[config.mk]
export PLATFORM = sky130hd
export DESIGN_NAME = instr_encoder_flat
export DESIGN_NICKNAME = d
export VERILOG_FILES = /design/src/rtl/instr_encoder_pkg.sv /design/src/rtl/instr_encoder_if.sv /design/src/rtl/instr_encoder_sync_fifo.sv /design/src/rtl/instr_encoder.sv /design/src/flat_wrapper.sv
export SDC_FILE = /design/constraint.sdc
export NUM_CORES = 1
export LEC_CHECK = 0
export CELL_PAD_IN_SITES_DETAIL_PLACEMENT = 1
export CELL_PAD_IN_SITES_GLOBAL_PLACEMENT = 2
export CORE_ASPECT_RATIO = 0.8
export CORE_MARGIN = 3
export CORE_UTILIZATION = 44
export CTS_CLUSTER_DIAMETER = 200
export CTS_CLUSTER_SIZE = 40
export DETAILED_ROUTE_END_ITERATION = 8
export PLACE_DENSITY_LB_ADDON = 0.25
export SLEW_MARGIN = 25
export SYNTH_ARGS = -nofsm -noshare
export SYNTH_HDL_FRONTEND = slang
export SYNTH_SLANG_ARGS = --single-unit
[constraint.sdc]
create_clock -name clk -period 7.8 [get_ports clk]
set_clock_uncertainty 0.05 [all_clocks]
set_input_delay 1.56 -clock clk [delete_from_list [all_inputs] [get_ports clk]]
set_output_delay 1.56 -clock clk [all_outputs]
set_load 0.03 [all_outputs]
[src/rtl/instr_encoder_pkg.sv]
// Shared encodings for the instruction encoder: mnemonic enum, opcode/funct/rt/CP0 codes.
// Latency: n/a (constants and a pure combinational encode function).
// Backpressure: n/a.
package instr_encoder_pkg;

  typedef enum logic [5:0] {
    ENC_ADDU, ENC_SUBU, ENC_ADD, ENC_SUB, ENC_AND, ENC_OR, ENC_XOR, ENC_NOR, ENC_SLT, ENC_SLTU,
    ENC_SLL, ENC_SRL, ENC_SRA, ENC_SLLV, ENC_SRLV, ENC_SRAV,
    ENC_MULT, ENC_MULTU, ENC_DIV, ENC_DIVU, ENC_MFHI, ENC_MFLO, ENC_MTHI, ENC_MTLO, ENC_JR, ENC_JALR,
    ENC_ADDI, ENC_ADDIU, ENC_ANDI, ENC_ORI, ENC_XORI, ENC_SLTI, ENC_SLTIU, ENC_LUI,
    ENC_LW, ENC_LH, ENC_LHU, ENC_LB, ENC_LBU, ENC_SW, ENC_SH, ENC_SB,
    ENC_BEQ, ENC_BNE, ENC_BLEZ, ENC_BGTZ, ENC_BGEZ, ENC_BLTZ, ENC_J, ENC_JAL,
    ENC_MFC0, ENC_MTC0, ENC_ERET, ENC_NOP
  } enc_op_e;

  // Any req_op at or above this index is not a mnemonic.
  localparam logic [5:0] ENC_COUNT = 6'd54;

  localparam logic [5:0] op_special = 6'h00, op_regimm = 6'h01, op_j = 6'h02, op_jal = 6'h03;
  localparam logic [5:0] op_beq = 6'h04, op_bne = 6'h05, op_blez = 6'h06, op_bgtz = 6'h07;
  localparam logic [5:0] op_addi = 6'h08, op_addiu = 6'h09, op_slti = 6'h0a, op_sltiu = 6'h0b;
  localparam logic [5:0] op_andi = 6'h0c, op_ori = 6'h0d, op_xori = 6'h0e, op_lui = 6'h0f;
  localparam logic [5:0] op_cop0 = 6'h10;
  localparam logic [5:0] op_lb = 6'h20, op_lh = 6'h21, op_lw = 6'h23, op_lbu = 6'h24, op_lhu = 6'h25;
  localparam logic [5:0] op_sb = 6'h28, op_sh = 6'h29, op_sw = 6'h2b;

  localparam logic [5:0] funct_sll = 6'h00, funct_srl = 6'h02, funct_sra = 6'h03;
  localparam logic [5:0] funct_sllv = 6'h04, funct_srlv = 6'h06, funct_srav = 6'h07;
  localparam logic [5:0] funct_jr = 6'h08, funct_jalr = 6'h09, funct_eret = 6'h18;
  localparam logic [5:0] funct_mfhi = 6'h10, funct_mthi = 6'h11, funct_mflo = 6'h12, funct_mtlo = 6'h13;
  localparam logic [5:0] funct_mult = 6'h18, funct_multu = 6'h19, funct_div = 6'h1a, funct_divu = 6'h1b;
  localparam logic [5:0] funct_add = 6'h20, funct_addu = 6'h21, funct_sub = 6'h22, funct_subu = 6'h23;
  localparam logic [5:0] funct_and = 6'h24, funct_or = 6'h25, funct_xor = 6'h26, funct_nor = 6'h27;
  localparam logic [5:0] funct_slt = 6'h2a, funct_sltu = 6'h2b;

  localparam logic [4:0] rt_bltz = 5'b00000, rt_bgez = 5'b00001;
  // CP0 sub-ops live in the rs field of op_cop0.
  localparam logic [4:0] rs_mfc0 = 5'b00000, rs_mtc0 = 5'b00100, rs_co = 5'b10000;

  // FIFO payload: encoded word plus the address it was allocated.
  typedef struct packed {
    logic [31:0] instr;
    logic [31:0] addr;
  } fifo_entry_t;

  function automatic logic [31:0] r_word(input logic [4:0] rs, rt, rd, sh, input logic [5:0] fn);
    return {op_special, rs, rt, rd, sh, fn};
  endfunction

  function automatic logic [31:0] i_word(input logic [5:0] op, input logic [4:0] rs, rt,
                                         input logic [15:0] imm);
    return {op, rs, rt, imm};
  endfunction

  // Every field an op does not use is driven as zero, regardless of the request.
  function automatic logic [31:0] enc_word(input logic [5:0] op, input logic [4:0] rs, rt, rd, sh,
                                           input logic [25:0] imm);
    case (op)
      ENC_ADDU:  enc_word = r_word(rs, rt, rd, 5'd0, funct_addu);
      ENC_SUBU:  enc_word = r_word(rs, rt, rd, 5'd0, funct_subu);
      ENC_ADD:   enc_word = r_word(rs, rt, rd, 5'd0, funct_add);
      ENC_SUB:   enc_word = r_word(rs, rt, rd, 5'd0, funct_sub);
      ENC_AND:   enc_word = r_word(rs, rt, rd, 5'd0, funct_and);
      ENC_OR:    enc_word = r_word(rs, rt, rd, 5'd0, funct_or);
      ENC_XOR:   enc_word = r_word(rs, rt, rd, 5'd0, funct_xor);
      ENC_NOR:   enc_word = r_word(rs, rt, rd, 5'd0, funct_nor);
      ENC_SLT:   enc_word = r_word(rs, rt, rd, 5'd0, funct_slt);
      ENC_SLTU:  enc_word = r_word(rs, rt, rd, 5'd0, funct_sltu);
      ENC_SLL:   enc_word = r_word(5'd0, rt, rd, sh, funct_sll);
      ENC_SRL:   enc_word = r_word(5'd0, rt, rd, sh, funct_srl);
      ENC_SRA:   enc_word = r_word(5'd0, rt, rd, sh, funct_sra);
      ENC_SLLV:  enc_word = r_word(rs, rt, rd, 5'd0, funct_sllv);
      ENC_SRLV:  enc_word = r_word(rs, rt, rd, 5'd0, funct_srlv);
      ENC_SRAV:  enc_word = r_word(rs, rt, rd, 5'd0, funct_srav);
      ENC_MULT:  enc_word = r_word(rs, rt, 5'd0, 5'd0, funct_mult);
      ENC_MULTU: enc_word = r_word(rs, rt, 5'd0, 5'd0, funct_multu);
      ENC_DIV:   enc_word = r_word(rs, rt, 5'd0, 5'd0, funct_div);
      ENC_DIVU:  enc_word = r_word(rs, rt, 5'd0, 5'd0, funct_divu);
      ENC_MFHI:  enc_word = r_word(5'd0, 5'd0, rd, 5'd0, funct_mfhi);
      ENC_MFLO:  enc_word = r_word(5'd0, 5'd0, rd, 5'd0, funct_mflo);
      ENC_MTHI:  enc_word = r_word(rs, 5'd0, 5'd0, 5'd0, funct_mthi);
      ENC_MTLO:  enc_word = r_word(rs, 5'd0, 5'd0, 5'd0, funct_mtlo);
      ENC_JR:    enc_word = r_word(rs, 5'd0, 5'd0, 5'd0, funct_jr);
      ENC_JALR:  enc_word = r_word(rs, 5'd0, rd, 5'd0, funct_jalr);
      ENC_ADDI:  enc_word = i_word(op_addi, rs, rt, imm[15:0]);
      ENC_ADDIU: enc_word = i_word(op_addiu, rs, rt, imm[15:0]);
      ENC_ANDI:  enc_word = i_word(op_andi, rs, rt, imm[15:0]);
      ENC_ORI:   enc_word = i_word(op_ori, rs, rt, imm[15:0]);
      ENC_XORI:  enc_word = i_word(op_xori, rs, rt, imm[15:0]);
      ENC_SLTI:  enc_word = i_word(op_slti, rs, rt, imm[15:0]);
      ENC_SLTIU: enc_word = i_word(op_sltiu, rs, rt, imm[15:0]);
      ENC_LUI:   enc_word = i_word(op_lui, 5'd0, rt, imm[15:0]);
      ENC_LW:    enc_word = i_word(op_lw, rs, rt, imm[15:0]);
      ENC_LH:    enc_word = i_word(op_lh, rs, rt, imm[15:0]);
      ENC_LHU:   enc_word = i_word(op_lhu, rs, rt, imm[15:0]);
      ENC_LB:    enc_word = i_word(op_lb, rs, rt, imm[15:0]);
      ENC_LBU:   enc_word = i_word(op_lbu, rs, rt, imm[15:0]);
      ENC_SW:    enc_word = i_word(op_sw, rs, rt, imm[15:0]);
      ENC_SH:    enc_word = i_word(op_sh, rs, rt, imm[15:0]);
      ENC_SB:    enc_word = i_word(op_sb, rs, rt, imm[15:0]);
      ENC_BEQ:   enc_word = i_word(op_beq, rs, rt, imm[15:0]);
      ENC_BNE:   enc_word = i_word(op_bne, rs, rt, imm[15:0]);
      ENC_BLEZ:  enc_word = i_word(op_blez, rs, 5'd0, imm[15:0]);
      ENC_BGTZ:  enc_word = i_word(op_bgtz, rs, 5'd0, imm[15:0]);
      ENC_BGEZ:  enc_word = i_word(op_regimm, rs, rt_bgez, imm[15:0]);
      ENC_BLTZ:  enc_word = i_word(op_regimm, rs, rt_bltz, imm[15:0]);
      ENC_J:     enc_word = {op_j, imm};
      ENC_JAL:   enc_word = {op_jal, imm};
      ENC_MFC0:  enc_word = {op_cop0, rs_mfc0, rt, rd, 11'd0};
      ENC_MTC0:  enc_word = {op_cop0, rs_mtc0, rt, rd, 11'd0};
      ENC_ERET:  enc_word = {op_cop0, rs_co, 15'd0, funct_eret};
      default:   enc_word = 32'h0;  // nop, and invalid indices (never pushed)
    endcase
  endfunction

endpackage

[src/rtl/instr_encoder_if.sv]
// Request/response bundle between an instruction source and the encoder.
// Latency: n/a (wires only).
// Backpressure: valid/ready on both the request and the output side.
// slave = encoder side; master = request producer / word consumer side.
interface instr_encoder_if;
  logic        req_valid;
  logic        req_ready;
  logic [5:0]  req_op;
  logic [4:0]  req_rs;
  logic [4:0]  req_rt;
  logic [4:0]  req_rd;
  logic [4:0]  req_shamt;
  logic [25:0] req_imm;
  logic        out_valid;
  logic        out_ready;
  logic [31:0] out_instr;
  logic [31:0] out_addr;
  logic        err;
  logic [15:0] words;

  modport slave (
    input  req_valid, req_op, req_rs, req_rt, req_rd, req_shamt, req_imm, out_ready,
    output req_ready, out_valid, out_instr, out_addr, err, words
  );

  modport master (
    output req_valid, req_op, req_rs, req_rt, req_rd, req_shamt, req_imm, out_ready,
    input  req_ready, out_valid, out_instr, out_addr, err, words
  );
endinterface

[src/rtl/instr_encoder_sync_fifo.sv]
// Generic synchronous FIFO with full/empty/count and a synchronous flush.
// Latency: a push is visible at pop_data the cycle after the push edge (no bypass).
// Backpressure: push ignored when full, pop ignored when empty.
// Ports: clk, reset, flush, push/push_data, pop/pop_data, full, empty, count.
module instr_encoder_sync_fifo #(
  parameter int WIDTH = 64,
  parameter int DEPTH = 4
) (
  input  logic                     clk,
  input  logic                     reset,
  input  logic                     flush,
  input  logic                     push,
  input  logic [WIDTH-1:0]         push_data,
  input  logic                     pop,
  output logic [WIDTH-1:0]         pop_data,
  output logic                     full,
  output logic                     empty,
  output logic [$clog2(DEPTH):0]   count
);
  localparam int AW = $clog2(DEPTH);
  localparam int CW = AW + 1;

  logic [WIDTH-1:0] mem [DEPTH];
  logic [AW-1:0]    wr_ptr, rd_ptr;
  logic             wr_en, rd_en;

  assign full     = (count == CW'(DEPTH));
  assign empty    = (count == '0);
  assign wr_en    = push && !full;
  assign rd_en    = pop && !empty;
  assign pop_data = mem[rd_ptr];

  // Pointers wrap naturally because DEPTH is a power of two.
  always_ff @(posedge clk) begin
    if (reset || flush) begin
      wr_ptr <= '0;
      rd_ptr <= '0;
      count  <= '0;
    end else begin
      if (wr_en) wr_ptr <= wr_ptr + 1'b1;
      if (rd_en) rd_ptr <= rd_ptr + 1'b1;
      case ({wr_en, rd_en})
        2'b10:   count <= count + 1'b1;
        2'b01:   count <= count - 1'b1;
        default: count <= count;
      endcase
    end
  end

  always_ff @(posedge clk) begin
    if (wr_en) mem[wr_ptr] <= push_data;
  end
endmodule

[src/rtl/instr_encoder.sv]
// Encodes symbolic instruction requests into MIPS words tagged with sequential addresses.
// Latency: accepted request appears at the output the next cycle when the FIFO was empty.
// Backpressure: req_ready drops while the FIFO is full (no pass-through) or during restart.
// Ports: clk, reset (sync, high), restart (flush + address reload), bus (slave modport).
module instr_encoder
  import instr_encoder_pkg::*;
#(
  parameter int          DEPTH     = 4,
  parameter logic [31:0] BASE_ADDR = 32'h0000_3000
) (
  input  logic           clk,
  input  logic           reset,
  input  logic           restart,
  instr_encoder_if.slave bus
);
  localparam int CW = $clog2(DEPTH) + 1;

  fifo_entry_t    push_ent, head_ent;
  logic           full, empty, accept, op_ok, push, pop;
  logic [CW-1:0]  count;
  logic [31:0]    alloc_addr;
  logic           err_q;
  logic [15:0]    words_q;

  assign op_ok  = (bus.req_op < ENC_COUNT);
  assign bus.req_ready = (count < CW'(DEPTH)) && !restart;
  assign accept = bus.req_valid && bus.req_ready;
  // Invalid ops are accepted and dropped so they never consume an address.
  assign push   = accept && op_ok && !full;
  assign pop    = bus.out_ready && !empty;

  assign push_ent = '{
    instr: enc_word(bus.req_op, bus.req_rs, bus.req_rt, bus.req_rd, bus.req_shamt, bus.req_imm),
    addr:  alloc_addr
  };

  instr_encoder_sync_fifo #(.WIDTH($bits(fifo_entry_t)), .DEPTH(DEPTH)) u_fifo (
    .clk       (clk),
    .reset     (reset),
    .flush     (restart),
    .push      (push),
    .push_data (push_ent),
    .pop       (pop),
    .pop_data  (head_ent),
    .full      (full),
    .empty     (empty),
    .count     (count)
  );

  // When empty, present zero data and the next address to be allocated.
  assign bus.out_valid = !empty;
  assign bus.out_instr = empty ? 32'h0 : head_ent.instr;
  assign bus.out_addr  = empty ? alloc_addr : head_ent.addr;
  assign bus.err       = err_q;
  assign bus.words     = words_q;

  always_ff @(posedge clk) begin
    if (reset || restart) begin
      alloc_addr <= BASE_ADDR;
      words_q    <= '0;
      err_q      <= 1'b0;
    end else begin
      if (push) alloc_addr <= alloc_addr + 32'd4;
      if (pop && (words_q != 16'hFFFF)) words_q <= words_q + 16'd1;
      err_q <= accept && !op_ok;
    end
  end
endmodule
[src/flat_wrapper.sv]
// flat-port wrapper written by rule: the top's interface ports become plain ports
module instr_encoder_flat import instr_encoder_pkg::*;
#(
  parameter int          DEPTH     = 4,
  parameter logic [31:0] BASE_ADDR = 32'h0000_3000
)
  (clk, reset, restart, bus_req_valid, bus_req_op, bus_req_rs, bus_req_rt, bus_req_rd, bus_req_shamt, bus_req_imm, bus_out_ready, bus_req_ready, bus_out_valid, bus_out_instr, bus_out_addr, bus_err, bus_words);
  instr_encoder_if bus_i ();
  input  logic clk;
  input  logic reset;
  input  logic restart;
  input wire logic [$bits(bus_i.req_valid)-1:0] bus_req_valid;
  input wire logic [$bits(bus_i.req_op)-1:0] bus_req_op;
  input wire logic [$bits(bus_i.req_rs)-1:0] bus_req_rs;
  input wire logic [$bits(bus_i.req_rt)-1:0] bus_req_rt;
  input wire logic [$bits(bus_i.req_rd)-1:0] bus_req_rd;
  input wire logic [$bits(bus_i.req_shamt)-1:0] bus_req_shamt;
  input wire logic [$bits(bus_i.req_imm)-1:0] bus_req_imm;
  input wire logic [$bits(bus_i.out_ready)-1:0] bus_out_ready;
  output wire logic [$bits(bus_i.req_ready)-1:0] bus_req_ready;
  output wire logic [$bits(bus_i.out_valid)-1:0] bus_out_valid;
  output wire logic [$bits(bus_i.out_instr)-1:0] bus_out_instr;
  output wire logic [$bits(bus_i.out_addr)-1:0] bus_out_addr;
  output wire logic [$bits(bus_i.err)-1:0] bus_err;
  output wire logic [$bits(bus_i.words)-1:0] bus_words;
  assign bus_i.req_valid = bus_req_valid;
  assign bus_i.req_op = bus_req_op;
  assign bus_i.req_rs = bus_req_rs;
  assign bus_i.req_rt = bus_req_rt;
  assign bus_i.req_rd = bus_req_rd;
  assign bus_i.req_shamt = bus_req_shamt;
  assign bus_i.req_imm = bus_req_imm;
  assign bus_i.out_ready = bus_out_ready;
  assign bus_req_ready = bus_i.req_ready;
  assign bus_out_valid = bus_i.out_valid;
  assign bus_out_instr = bus_i.out_instr;
  assign bus_out_addr = bus_i.out_addr;
  assign bus_err = bus_i.err;
  assign bus_words = bus_i.words;
  instr_encoder #(.DEPTH(DEPTH), .BASE_ADDR(BASE_ADDR)) u_core (.clk(clk), .reset(reset), .restart(restart), .bus(bus_i));
endmodule
[Word-level counts from Yosys, hierarchy flattened]
Memories as Yosys holds them, arrays and structs flattened. A register that Yosys moved wholly into a read port is not among the register bits.
Cells that the tools add are included.
Storage, ports and cells
  bits in registers: 56
  bits in latches: 0
  bits in writable memories: 256
  bits in read-only memories: 0
  bits of input ports: 57
  logic and storage cells: 96
  memories: 1
Cells by class
  $add $sub $neg: 6
  $mul: 0
  div/mod/pow operators: 0
  $lt $le $gt $ge: 2
  equality and inequality tests: 56
  shift operators: 0
  muxes and demuxes: 8
  bitwise gates (word level): 0
  reductions and logical operators: 17
Memory list
  u_core.u_fifo.mem: depth 4, bits a word 64, rd ports 1, clocked after Yosys merged registers in 1, wr ports 1, RTL line instr_encoder_sync_fifo.sv:23  | logic [WIDTH-1:0] mem [DEPTH];
Operator list (count)
  32-bit case mux with 53 select lines: 1
  6-bit equality test, second input constant: 21
  6-bit by 5-bit equality test with 1-bit output, second input constant: 16
  32-bit 2-to-1 mux: 2
  6-bit by 4-bit equality test with 1-bit output, second input constant: 8
  32-bit by 3-bit adder with 32-bit output, second input constant: 1
  6-bit by 3-bit equality test with 1-bit output, second input constant: 4
  16-bit by 1-bit adder with 16-bit output, second input constant: 1
  16-bit inequality test, second input constant: 1
  6-bit by 2-bit equality test with 1-bit output, second input constant: 2
  1-bit logical AND: 9
  6-bit by 1-bit equality test with 1-bit output, second input constant: 1
  6-bit logical NOT: 1
  6-bit < comparator, second input constant: 1
  3-bit case mux with 2 select lines: 1
  2-bit by 1-bit adder with 2-bit output, second input constant: 2
  1-bit logical NOT: 4
  2-bit 2-to-1 mux: 2
  3-bit by 1-bit adder with 3-bit output, second input constant: 1
  3-bit equality test, second input constant: 1
  3-bit logical NOT: 1
  3-bit < comparator, second input constant: 1
  3-bit by 1-bit subtractor with 3-bit output, second input constant: 1
  2-bit by 1-bit equality test with 1-bit output, second input constant: 1
  other kinds (4): 5

[Longest topological paths before layout]
  depth in word-level cells: 8
  gate-level depth with buffers: 11
  gate-level depth less buffers: 9

[Hierarchy]
From an unflattened synthesis, not the netlist that was laid out.
Unflattened totals
  cell total of the unflattened synthesis: 870
  area total of the unflattened synthesis: 13470.4 um2
By module, submodules not included
  instr_encoder_sync_fifo: times used 1, cells an instance 390, area an instance 9699.3 um2
  instr_encoder: times used 1, cells an instance 480, area an instance 3771.1 um2

[Worst setup path after synthesis]
OpenSTA, ideal clock, no wires.
  kind: input-to-reg
  start point: input port bus_req_op[2]
  end point: memory u_core.u_fifo.mem[0][10] (enable)
  data arrival time: 3932 ps
  required time: 7324 ps
  setup slack: 3391 ps
  cell stages on the path: 5
  cells stage by stage: clkbuf_1 -> a21oi_2 -> o21a_1 -> clkbuf_1 -> and2_1
On the way
  longest elaborated chain between the ends: 6
Ends and longest elaborated chain
  start: declaration: RTL line flat_wrapper.sv:13  | input wire logic [$bits(bus_i.req_op)-1:0] bus_req_op;
  6-bit < comparator: RTL line instr_encoder.sv:25  | assign op_ok = (bus.req_op < ENC_COUNT);
  1-bit logical AND (2 in a row): RTL line instr_encoder.sv:29  | assign push = accept && op_ok && !full;
  1-bit logical AND: RTL line instr_encoder_sync_fifo.sv:29  | assign wr_en = push && !full;
  1-bit 2-to-1 mux: RTL line instr_encoder_sync_fifo.sv:51  | if (wr_en) mem[wr_ptr] <= push_data;
  1-bit 2-to-1 mux (implied by the code): RTL line instr_encoder_sync_fifo.sv:51
  end: declaration: RTL line instr_encoder_sync_fifo.sv:23
Every way passes these cells.

==> metrics.txt <==
status=complete, no violations; setup TNS=0 ns; total CTS buffers=11; flops & latches, synth=304; vias in the first global route=8,387; Starting Density=0.449; Worst Max-Slew Pin Slew=0.998 ns; GP Congestion=0.778; DP Wirelength=21.6 mm; register area share after synthesis=0.647; P_sw=0.611 mW; Cell Area, Synth=0.0132 mm^2; nets=1,058; dominant synthesized flop cell=edfxtp_1; Vias/cell=5.74; post-CTS setup repair buffer count=0; n_diodes=0; power share of the sequential group=0.645; width of the die=200 um; Post-synth EDFFs=248; Min-Delay Path Class=register to register; Fmax achieved=196 MHz; LEAKAGE=4.66 nW; max-slew violation count=0; Post-Route WL=32.1 mm; share of synthesized registers carrying an async set or reset=0; post-cts gate resize count=0; Clock Tree Buf Depth=3; worst hold path depth=2; GRT overflow=0; Setup Viol. Count Final=0; post-route antenna net violation count=0; Comb pwr share=0.087; initial antenna violation count=0; site row count=56; global-route wire length before repair=50.2 mm; num ports=140; most frequent cells in the layout=248 x edfxtp_1, 137 x clkdlybuf4s50_1, 62 x mux4_2; Max Cap Violations=0; first drt pass iteration count=5; H-tree levels=1; Reg area=0.00857 mm^2; DRC violations left=0; Synth cell types=66; crit path kind=register to output pin; core area=0.0295 mm^2; via count=8,057; commonest non-fill, non-tap cell in the layout=edfxtp_1; hold buffers post-CTS=0; Hold Fails Final Rpt=0; Cells after Synth=884; crit path capture type=output pin; Yosys warnings=0; Req. time, crit path=6.19 ns; worst vdd ir=0.000126 V; Die Y=161 um; final worst path period share=0.653; Multi-input gate area=0.00437 mm^2; Slew HR=0.335; largest net degree at the start of global routing=45; layout cells sized above 1=0.134; die area=0.0322 mm^2; wire length per cell=22.9 um; RSZ-0062 raised after global routing=false; CTS tree=built; Pwr Density=180 mW/mm^2; Clock power frac=0.268; Tmin final=5.09 ns; final total power=2.77 mW; switching share of power=0.221; number of I/O port buffers=137; CP Launch Type=register; Pint=2.15 mW; crit path DAT=3.48 ns; Worst-Skew Late Latency=0.50 ns; CTS clk-pin slew, worst paths=0.14 ns; P&R area growth vs syn=15.7%; CP max FO=41; 1st-iter DRT viols=652; Total GRT Usage=0.199; CTS Sinks=304; Synth Area per Inst=15.0 um^2; reg2reg path depth=10; # fillers=2,865; root buffer cell=clkbuf_16
-- final timing paths --
check / endpoint / slack (ns) / startpoint
hold / removal: u_core.bus.words[4] / 0.48 / u_core.bus.words[4]
hold reg to reg: u_core.bus.words[4] / 0.48 / u_core.bus.words[4]
setup / recovery: bus_out_addr[28] / 2.71 / register
setup reg to reg: u_core.u_fifo.count[2] / 4.24 / u_core.u_fifo.count[2]
-- registers in the layout, summed over array words and instances (netlist names), named ones only --
name / flops
u_core.alloc_addr: 30
u_core.bus.err: 1
u_core.bus.words: 16
u_core.u_fifo.count: 3
u_core.u_fifo.mem: 248
u_core.u_fifo.rd_ptr: 2
u_core.u_fifo.wr_ptr: 2
-- Yosys cell counts (6+ instances only) --
master,count,area (um^2)
edfxtp_1,248,7450
mux4_2,62,1400
dfxtp_1,56,1120
nand2_1,47,176
a21oi_1,39,195
and2_1,38,238
clkbuf_1,37,139
o31ai_1,29,218
mux2_2,27,304
or4_1,26,195
nor2_1,25,93.8
nand3_1,23,115
o21ai_0,23,115
inv_1,20,75.1
a22o_1,16,140
nand4_1,15,93.8
buf_2,13,65.1
or3_1,12,75.1
and3_1,9,56.3
mux2i_1,9,90.1
xor2_1,9,78.8
nor4_1,8,50.1
ha_1,7,87.6
a31oi_1,6,37.5
-- layout make-up --
| class | instances | share of cell area |
|---|---|---|
| sequential | 304 | 0.560 |
| timing repair buffer | 151 | 0.0964 |
| tap | 406 | 0.0332 |
| inverter | 22 | 0.00547 |
| multi-input combinational | 503 | 0.285 |
| clock buffer | 16 | 0.0192 |
| clock inverter | 1 | 0.00106 |
-- metrics by stage --
| step | hold WS [ns] | util | instance area (um^2) | std cells | setup slack (ns) |
|---|---|---|---|---|---|
| 2_1_floorplan | 0.408 | - | 13300 | 885 | 3.39 |
| 3_3_place_gp | 0.443 | 0.509 | 15000 | 1386 | 2.93 |
| 3_5_place_dp | 0.457 | 0.509 | 15000 | 1386 | 2.76 |
| 4_1_cts | 0.481 | 0.519 | 15300 | 1403 | 2.60 |
| 5_1_grt | 0.517 | 0.519 | 15300 | 1403 | 2.45 |
| 6_report | 0.480 | 0.519 | 15300 | 1403 | 2.71 |
-- worst max-delay path, cell delays in order, from the launching register on --
cell             delay, ns
dfxtp_4               0.97
buf_4                 0.53
mux4_2                0.59
mux2_2                0.28
clkdlybuf4s50_1       0.59
-- per-layer routing --
metal,vias to the layer above,routed length [um],GRT usage
met3,18,1160,0.0188
met5,-,0,0
met2,174,15400,0.323
li1,3711,-,-
met4,0,322,0.0241
met1,4154,15200,0.304
-- power by group through the flow --
| stage | logic, mW | registers, mW | clock network, mW |
|---|---|---|---|
| after floorplan | 0.146 | 1.82 | 0 |
| after global placement | 0.240 | 1.82 | 0 |
| after detailed placement | 0.244 | 1.82 | 0 |
| after CTS | 0.244 | 1.78 | 0.758 |
| after global routing | 0.261 | 1.79 | 0.815 |
| final | 0.242 | 1.78 | 0.740 |
-- cells by family (layout without fill, tap and decap cells) --
kind of cell / Yosys count / count (layout) / synth area share
DFF: 304 / 304 / 0.647
and+or+nand+nor: 239 / 239 / 0.105
AOI/OAI and AO/OA: 142 / 142 / 0.0716
muxes: 98 / 98 / 0.135
buffers and inverters: 78 / 190 / 0.0240
xor gates and xnor gates: 14 / 14 / 0.00926
adders and majority gates: 8 / 8 / 0.00812
other: 1 / 2 / 0.000283
Note: power is estimated with default switching activity, not from simulation.
